`config.mk`:
```
export PLATFORM = sky130hd
export DESIGN_NAME = seq_div
export DESIGN_NICKNAME = d
export VERILOG_FILES = /design/src/rtl/seq_div_pkg.sv /design/src/rtl/seq_div_sign_mag_conv.sv /design/src/rtl/seq_div.sv
export SDC_FILE = /design/constraint.sdc
export NUM_CORES = 1
export LEC_CHECK = 0
export CAP_MARGIN = 20
export CORE_UTILIZATION = 30
export CTS_CLUSTER_SIZE = 25
export DETAILED_ROUTE_END_ITERATION = 8
export HOLD_SLACK_MARGIN = 0.12
export MAX_ROUTING_LAYER = met4
export PLACE_DENSITY_LB_ADDON = 0.3
export SETUP_SLACK_MARGIN = 0.5
export SYNTH_ARGS = -nofsm -noshare
export SYNTH_HDL_FRONTEND = slang
export SYNTH_HIERARCHICAL = 1
export SYNTH_SLANG_ARGS = --single-unit
export TNS_END_PERCENT = 5
```
`constraint.sdc`:
```
create_clock -name clk -period 3.16 [get_ports clk]
set_clock_uncertainty 0.15 [all_clocks]
set_input_delay 0.632 -clock clk [delete_from_list [all_inputs] [get_ports clk]]
set_output_delay 0.632 -clock clk [all_outputs]
set_load 0.005 [all_outputs]
```
`src/rtl/seq_div_pkg.sv`:
```
// rtl/seq_div_pkg.sv - shared types and defaults for the seq_div signed divider
package seq_div_pkg;

  typedef enum logic [1:0] {
    IDLE = 2'd0,
    CALC = 2'd1,
    FIX  = 2'd2
  } state_t;

  localparam int DW_DEF = 16;
  localparam int VW_DEF = 8;
  localparam int CNT_W_DEF = $clog2(DW_DEF + 1);

endpackage

```
`src/rtl/seq_div_sign_mag_conv.sv`:
```
// rtl/seq_div_sign_mag_conv.sv - conditional two's-complement negate
module sign_mag_conv #(
  parameter int W = 8
) (
  input  logic [W-1:0] i_value,
  input  logic         i_neg,
  output logic [W-1:0] o_value
);

  assign o_value = i_neg ? (~i_value + W'(1)) : i_value;

endmodule

```
`src/rtl/seq_div.sv`:
```
// rtl/seq_div.sv - radix-2 restoring signed divider, one quotient bit per clock
// Optional macro SEQ_DIV_OVF_EN adds the ovf output for the -2^(DW-1) / -1 case.
module seq_div
  import seq_div_pkg::*;
#(
  parameter int DW = DW_DEF,
  parameter int VW = VW_DEF
) (
  input  logic          clk,
  input  logic          rst,
  input  logic          start,
  input  logic [DW-1:0] dividend,
  input  logic [VW-1:0] divisor,
  output logic          busy,
  output logic          done,
  output logic [DW-1:0] quotient,
  output logic [VW-1:0] remainder,
  output logic          dz
`ifdef SEQ_DIV_OVF_EN
  ,
  output logic          ovf
`endif
);

  localparam int CW = $clog2(DW + 1);

  state_t        r_state;
  logic [DW-1:0] r_dvd;
  logic [VW-1:0] r_dsr;
  logic [VW:0]   r_rem;
  logic [CW-1:0] r_cnt;
  logic          r_sign_q;
  logic          r_sign_r;
  logic          r_dz_pend;
  logic          r_busy;
  logic          r_done;
  logic [DW-1:0] r_quot;
  logic [VW-1:0] r_remo;
  logic          r_dz;

  logic [DW-1:0] w_dvd_abs;
  logic [VW-1:0] w_dsr_abs;
  logic [DW-1:0] w_q_signed;
  logic [VW-1:0] w_r_signed;
  logic [VW+1:0] w_sh;
  logic [VW:0]   w_trial;
  logic          w_ge;

  sign_mag_conv #(.W(DW)) u_abs_dvd (
    .i_value (dividend),
    .i_neg   (dividend[DW-1]),
    .o_value (w_dvd_abs)
  );

  sign_mag_conv #(.W(VW)) u_abs_dsr (
    .i_value (divisor),
    .i_neg   (divisor[VW-1]),
    .o_value (w_dsr_abs)
  );

  sign_mag_conv #(.W(DW)) u_fix_q (
    .i_value (r_dvd),
    .i_neg   (r_sign_q),
    .o_value (w_q_signed)
  );

  // The remainder magnitude is below |divisor|, so its low VW bits are exact.
  sign_mag_conv #(.W(VW)) u_fix_r (
    .i_value (r_rem[VW-1:0]),
    .i_neg   (r_sign_r),
    .o_value (w_r_signed)
  );

  assign w_sh    = {r_rem, r_dvd[DW-1]};
  assign w_ge    = (w_sh >= {2'b00, r_dsr});
  assign w_trial = w_sh[VW:0] - {1'b0, r_dsr};

`ifdef SEQ_DIV_OVF_EN
  logic r_ovf_pend;
  logic r_ovf;

  always_ff @(posedge clk) begin
    if (rst) begin
      r_ovf_pend <= 1'b0;
      r_ovf      <= 1'b0;
    end else if (r_state == IDLE && start) begin
      r_ovf_pend <= (dividend == {1'b1, {(DW-1){1'b0}}}) && (divisor == '1);
    end else if (r_state == FIX) begin
      r_ovf <= r_ovf_pend;
    end
  end

  assign ovf = r_ovf;
`endif

  always_ff @(posedge clk) begin
    if (rst) begin
      r_state   <= IDLE;
      r_dvd     <= '0;
      r_dsr     <= '0;
      r_rem     <= '0;
      r_cnt     <= '0;
      r_sign_q  <= 1'b0;
      r_sign_r  <= 1'b0;
      r_dz_pend <= 1'b0;
      r_busy    <= 1'b0;
      r_done    <= 1'b0;
      r_quot    <= '0;
      r_remo    <= '0;
      r_dz      <= 1'b0;
    end else begin
      r_done <= 1'b0;
      unique case (r_state)
        IDLE: begin
          if (start) begin
            r_dvd     <= w_dvd_abs;
            r_dsr     <= w_dsr_abs;
            r_sign_q  <= dividend[DW-1] ^ divisor[VW-1];
            r_sign_r  <= dividend[DW-1];
            r_dz_pend <= (divisor == '0);
            r_rem     <= '0;
            r_cnt     <= '0;
            r_busy    <= 1'b1;
            r_state   <= CALC;
          end
        end
        CALC: begin
          // r_dvd shifts out dividend bits and shifts in quotient bits.
          r_rem <= w_ge ? w_trial : w_sh[VW:0];
          r_dvd <= {r_dvd[DW-2:0], w_ge};
          r_cnt <= r_cnt + CW'(1);
          if (r_cnt == CW'(DW - 1)) begin
            r_state <= FIX;
          end
        end
        FIX: begin
          r_quot  <= r_dz_pend ? '0 : w_q_signed;
          r_remo  <= r_dz_pend ? '0 : w_r_signed;
          r_dz    <= r_dz_pend;
          r_busy  <= 1'b0;
          r_done  <= 1'b1;
          r_state <= IDLE;
        end
        default: begin
          r_state <= IDLE;
        end
      endcase
    end
  end

  assign busy      = r_busy;
  assign done      = r_done;
  assign quotient  = r_quot;
  assign remainder = r_remo;
  assign dz        = r_dz;

endmodule

```
==> results of run 1 <==
-- final cells by class --
type | count | area [um^2] | share of cell area
repair buffers | 65 | 621 | 0.121
inverters | 24 | 90.1 | 0.0176
well taps | 176 | 220 | 0.0431
multi-input cells | 359 | 2460 | 0.482
flip-flops and latches | 70 | 1400 | 0.274
clock buffers | 9 | 225 | 0.0441
clock inverters | 6 | 87.6 | 0.0171
-- kinds of logic (layout without fill, tap and decap cells) --
family / Yosys count / in the layout / share of synthesized area
AO/OA/AOI/OAI: 122 / 122 / 0.232
XOR/XNOR: 44 / 44 / 0.0946
adder cells (fa/ha/maj): 15 / 15 / 0.0479
buffers and inverters: 51 / 104 / 0.0556
flip-flops: 70 / 70 / 0.344
multiplexers: 8 / 8 / 0.0197
AND/OR/NAND/NOR: 170 / 170 / 0.206
-- worst max path at each step --
stage,cells after the start,from,to
after floorplan,6,dividend[4],r_dvd[15]
after global placement,7,dividend[5],r_dvd[15]
after detailed placement,7,dividend[4],r_dvd[15]
after CTS,6,r_rem[6],r_rem[0]
after global routing,6,r_rem[4],r_rem[0]
final,6,r_rem[4],r_rem[0]
-- registers in the layout (all words and copies together), names as in the netlist --
register   flops
dz             1
r_dz_pend      1
quotient      16
r_dsr          8
r_rem          9
r_cnt          5
done           1
r_sign_q       1
r_state        2
remainder      8
r_dvd         16
busy           1
r_sign_r       1
-- power by group through the flow --
stage | logic (mW) | clock network [mW] | registers [mW]
floorplan | 0.607 | 0 | 1.01
global placement | 0.725 | 0 | 1.04
detailed placement | 0.734 | 0 | 1.04
CTS | 0.739 | 1.07 | 1.02
global route | 0.818 | 1.12 | 1.03
finish | 0.735 | 1.04 | 1.02
-- per-layer routing --
metal,vias up,share of wire
li1,1805,-
met1,1535,0.52
met2,75,0.42
met3,4,0.052
met4,0,0.0083
met5,-,0
-- critical path: stages, from the launching register on --
cell and delay [ps]:
dfxtp_1 480, ha_1 380, and4_4 240, a211o_1 280, nor4_4 640, mux2i_1 180
a22o_1 220
-- placed cells by master (no fill, tap or decap), types with 4 or more instances in the layout --
master,count
nor2_1,35
or3_4,6
or4_1,6
xor2_1,12
ha_1,14
nor3_1,7
nand2_1,78
o21ai_0,15
clkbuf_16,9
nand2b_1,9
buf_4,12
dfxtp_1,70
a311oi_1,16
o31ai_1,10
a21oi_1,19
a211oi_1,4
o21ai_1,6
xnor2_1,32
a22o_1,27
mux2i_1,8
or3_1,4
clkdlybuf4s50_1,53
inv_1,24
-- repair_timing --
| item | in CTS | in global routing |
|---|---|---|
| setup endpoints to repair | 4 | 13 |
| gates resized for setup | 1 | 0 |
| pin swaps | 1 | 0 |
==> impl_results.md, run 1 <==
* Starting density of the core at 0.308
* Largest net degree at the start of global routing at 38
* Syn Inst Count at 480
* Cell Pwr Density at 547 mW/mm^2
* Final instance area at 0.00511 mm^2
* Peak VDD IR at 0.000253 V
* Clk pwr share at 0.373
* H-tree depth at 3
* Placer Congestion at 0.852
* Diodes inserted at 0
* Final Hold Fails at 0
* Total grt overflow at 0
* Number of port buffers at 53
* Drt first-iter violations at 218
* Finished Layout Cells at 709
* Setup bufs post-CTS at 0
* Least-Margin Pin Slew at 838 ps
* Placed insts at 694
* Arrival time worst endpoint at 2760 ps
* Yosys top cell area share at 0.344
* Total track usage at 0.138
* Relative slew slack at 0.437
* Hold Path Origin: r_dsr[7]
* DRC viols at 0
* Wire per inst at 12.9 um
* WHS Path Cells at 2
* Grt met1 use at 0.191
* CTS tree: done
* Nets at 571
* Drt via density at slightly below 5
* Most frequent cell after synthesis: nand2_1
* Critical setup path kind: reg -> reg
* Placement Cell Area at between 0.004 and 0.005 mm^2
* Max Slew Vio Count at 0
* Core area at 0.0132 mm^2
* Clock Tree Buf Depth at 2
* Endpoints failing setup at 0
* Register area share after synthesis at 0.344
* Layout cells sized above 1 at 0.0994
* Leading area contributor after synthesis: dfxtp_1
* Async S/R FF share, synth at 0
* FF-to-FF End: r_rem[0]
* Worst slack, placed at 111 ps
* Area growth, synth to finish at 25.5%
* Total power at 2.80 mW
* Leakage power total at 1.95 nW
* DRT antenna net count at 0
* Worst setup EP type: flop
* Synth cell types at 56
* Final period utilization at 0.853
* Yosys reg bits at 70
* Int Power at 1.96 mW
* Die W at ~120 um
* P_sw at between 800 and 900 uW
* Global-route wire length before repair at around 15000 um
* EDFF count, synth at 0
* FF-to-FF Start: r_rem[4]
* Setup WS post-layout at 466 ps
* Hold/Removal Path Class: reg -> reg
* Mapped Nets at approximately 520
* RSZ-0062 raised after global routing: true
* Most Crowded Layer GR: met2
* CTS Root Cell: clkbuf_16
* Hold buffers post-CTS at 0
* Average size of a mapped cell at approximately 8.5 um^2
* Routed WL at slightly above 9000 um
* Sink Count at 70
* Crit path launch type: flop
* Hold WS at between 300 and 400 ps
* Synthesized area at 0.00407 mm^2
* Met2 Usage GRT at 0.197
* DRT Pass-1 Iters at 4
* CP Data Required Time at 3220 ps
* Top_reg_cell synth: dfxtp_1
* Max Cap Viol at 0
* Reg power frac at 0.364
* Synth area leaders: dfxtp_1 34%, nand2_1 7.2%, xnor2_1 6.9%, a22o_1 5.8%, ha_1 4.3%
* WHS Endpoint: r_dsr[7]
* Grt met3 use at 0.0314
* FMAX at roughly 0.37 GHz
* Synth top cells by count: 78 x nand2_1, 70 x dfxtp_1, 35 x nor2_1, 32 x xnor2_1, 27 x a22o_1
* Tmin final at 2690 ps
* Final Util at 0.386
* Worst R2R Setup Slack at 470 ps
* Io pins at 54
* Vias in the first global route at 3163
* Reg clk slew, reported paths at approximately 60 ps
* Die Y at 119 um
* Combinational power share at 0.263
* R2R cell count at 6
* Yosys warnings at 6
* Crit path max fanout at 12
* Num CTS Buffers at 9
* Post-DP HPWL at 7040 um
* Fillers at 1337
* Setup_tns at 0 ps
* Site Rows at 42
* Worst-skew pair later-pin latency at 320 ps
* Via count at ~3400
* Die area at between 0.01 and 0.015 mm^2
* Status: completed
* Initial antenna violation count at 0
* Sw Share at 0.298
No activity file was read; power rests on OpenSTA's default activity.
==> run 2, diff against run 1 <==
==> constraint.sdc (replaced) <==
create_clock -name clk -period 3.16 [get_ports clk]
set_clock_uncertainty 0.15 [all_clocks]
set_input_delay 0.632 -clock clk [delete_from_list [all_inputs] [get_ports clk]]
set_output_delay 0.632 -clock clk [all_outputs]
set_load 0.1 [all_outputs]
==> impl_results.md, run 2 (synthesized netlist as in run 1, its figures left out) <==
* Status: completed
* Most Crowded Layer GR: met2
* Peak VDD IR at ~0.00028 V
* Worst slack, placed at 95.9 ps
* Post-DP HPWL at 7090 um
* Largest net degree at the start of global routing at 39
* Worst-skew pair later-pin latency at between 300 and 400 ps
* Wire per inst at 13.2 um
* CTS tree: done
* DRT Pass-1 Iters at 4
* Crit path max fanout at 8
* Largest delay contributor family on the critical path: simple AND/OR/NAND/NOR gates
* Core area at roughly 0.013 mm^2
* CP Data Required Time at 3280 ps
* Total grt overflow at 0
* Cell Pwr Density at ~540 mW/mm^2
* Die area at 0.0140 mm^2
* Vias in the first global route at 3325
* Endpoints failing setup at 0
* CP max stage delay at 520 ps
* Max Slew Vio Count at 0
* Worst Path Buf+Inv at 2
* Sink Count at 70
* Placer Congestion at 0.858
* CTS Root Cell: clkbuf_16
* Finished Layout Cells at 709
* Clock Tree Buf Depth at 2
* Setup WS post-layout at 488 ps
* Final Util at 0.378
* Number of port buffers at 53
* Worst setup EP type: flop
* Initial antenna violation count at 0
* Via count at 3431
* Diodes inserted at 0
* Reg clk slew, reported paths at 50 ps
* Crit-path cells: inv_1 -> ha_1 -> fa_1 -> nand2b_1 -> a211oi_2 -> nor4_4 -> buf_4 -> or4b_1 -> nand2_1
* Final instance area at about 0.005 mm^2
* Setup_tns at 0 ps
* Die W at 119 um
* Placed insts at 693
* Commonest non-fill, non-tap cell in the layout: nand2_1
* Total track usage at 0.147
* Final Hold Fails at 0
* Drt first-iter violations at about 230
* Final period utilization at 0.845
* Critical setup path kind: reg -> reg
* FMAX at 0.374 GHz
* Total power at 2.72 mW
* Nets at 572
* Tmin final at 2670 ps
* Met2 Usage GRT at 0.205
* Io pins at between 50 and 60
* Crit path launch type: flop
* Placement Cell Area at 0.00471 mm^2
* Leakage power total at 2.00 nW
* Post-CTS Resized at 0
* Least-Margin Pin Slew at 786 ps
* H-tree depth at 3
* Num CTS Buffers at 9
* DRT antenna net count at 0
* Die Y at roughly 120 um
* Relative slew slack at 0.472
* Global-route wire length before repair at around 16000 um
* Layout cells sized above 1 at 0.148
* Site Rows at 42
* Worst R2R Setup Slack at 490 ps
* Max Cap Viol at 0
* Most frequent cells in the layout: 78 x nand2_1, 70 x dfxtp_1, 40 x buf_4
* Slowest CP cell: or4b_1
* Arrival time worst endpoint at 2800 ps
* RSZ-0062 raised after global routing: true
* Hold WS at 304 ps
* Drt via density at 4.84
* Grt met1 use at 0.204
* Area growth, synth to finish at 22.8%
* DRC viols at 0
* Starting density of the core at 0.308
* Hold buffers post-CTS at 0
* Grt met3 use at 0.0275
* Hold/Removal Path Class: reg -> reg
* Routed WL at around 9400 um
## run 2: changes by cell type in the layout (fill, tap and decap cells not counted)
cell | previous run | this run
clkbuf_8 | 0 | 3
o41ai_2 | 1 | 2
o41ai_4 | 1 | 0
clkinvlp_4 | 3 | 0
clkdlybuf4s50_1 | 53 | 26
clkbuf_1 | 0 | 1
buf_4 | 12 | 40
bufinv_16 | 2 | 0
## run 2: repair_timing
item	4_1_cts	5_1_grt
pin swaps	1	1
cloned	0	0
endpoints found under the setup margin	4	13
buffers inserted	0	2
hold endpoints to repair	0	0
## run 2: final cells by class
class                   instances  area, um^2
well taps                     176         220
clock buffers                  13         270
clock inverters                 1        5.00
repair buffers                 66         561
fillers                      1347        8240
flip-flops and latches         70        1400
inverters                      24        90.1
multi-input cells             359        2450
## run 2: final timing paths
path | from | end | cells past startpoint
max reg2reg | r_dvd[15] | r_rem[5] | 9
max | r_dvd[15] | r_rem[5] | 9
min reg2reg | r_dsr[7] | r_dsr[7] | 2
min | r_dsr[7] | r_dsr[7] | 2
## run 2: where the power goes
| part | switching (mW) | total, mW | internal, mW | leakage (nW) |
|---|---|---|---|---|
| Combinational | 0.405 | 0.773 | 0.368 | 1.29 |
| Sequential | 0.0852 | 1.02 | 0.936 | 0.570 |
| Clock | 0.346 | 0.930 | 0.585 | 0.138 |
## run 2: per-layer routing
metal	vias up	routed length, um
met5	-	0
met4	0	184
met3	12	355
met2	60	3830
met1	1547	5000
li1	1812	-
## run 2: worst reg2reg max path, cell delays in order, from the launching register on
cell and delay, ps:
dfxtp_1 380, inv_1 100, ha_1 230, fa_1 410, nand2b_1 190, a211oi_2 300, nor4_4 90, buf_4 180
or4b_1 520, nand2_1 70
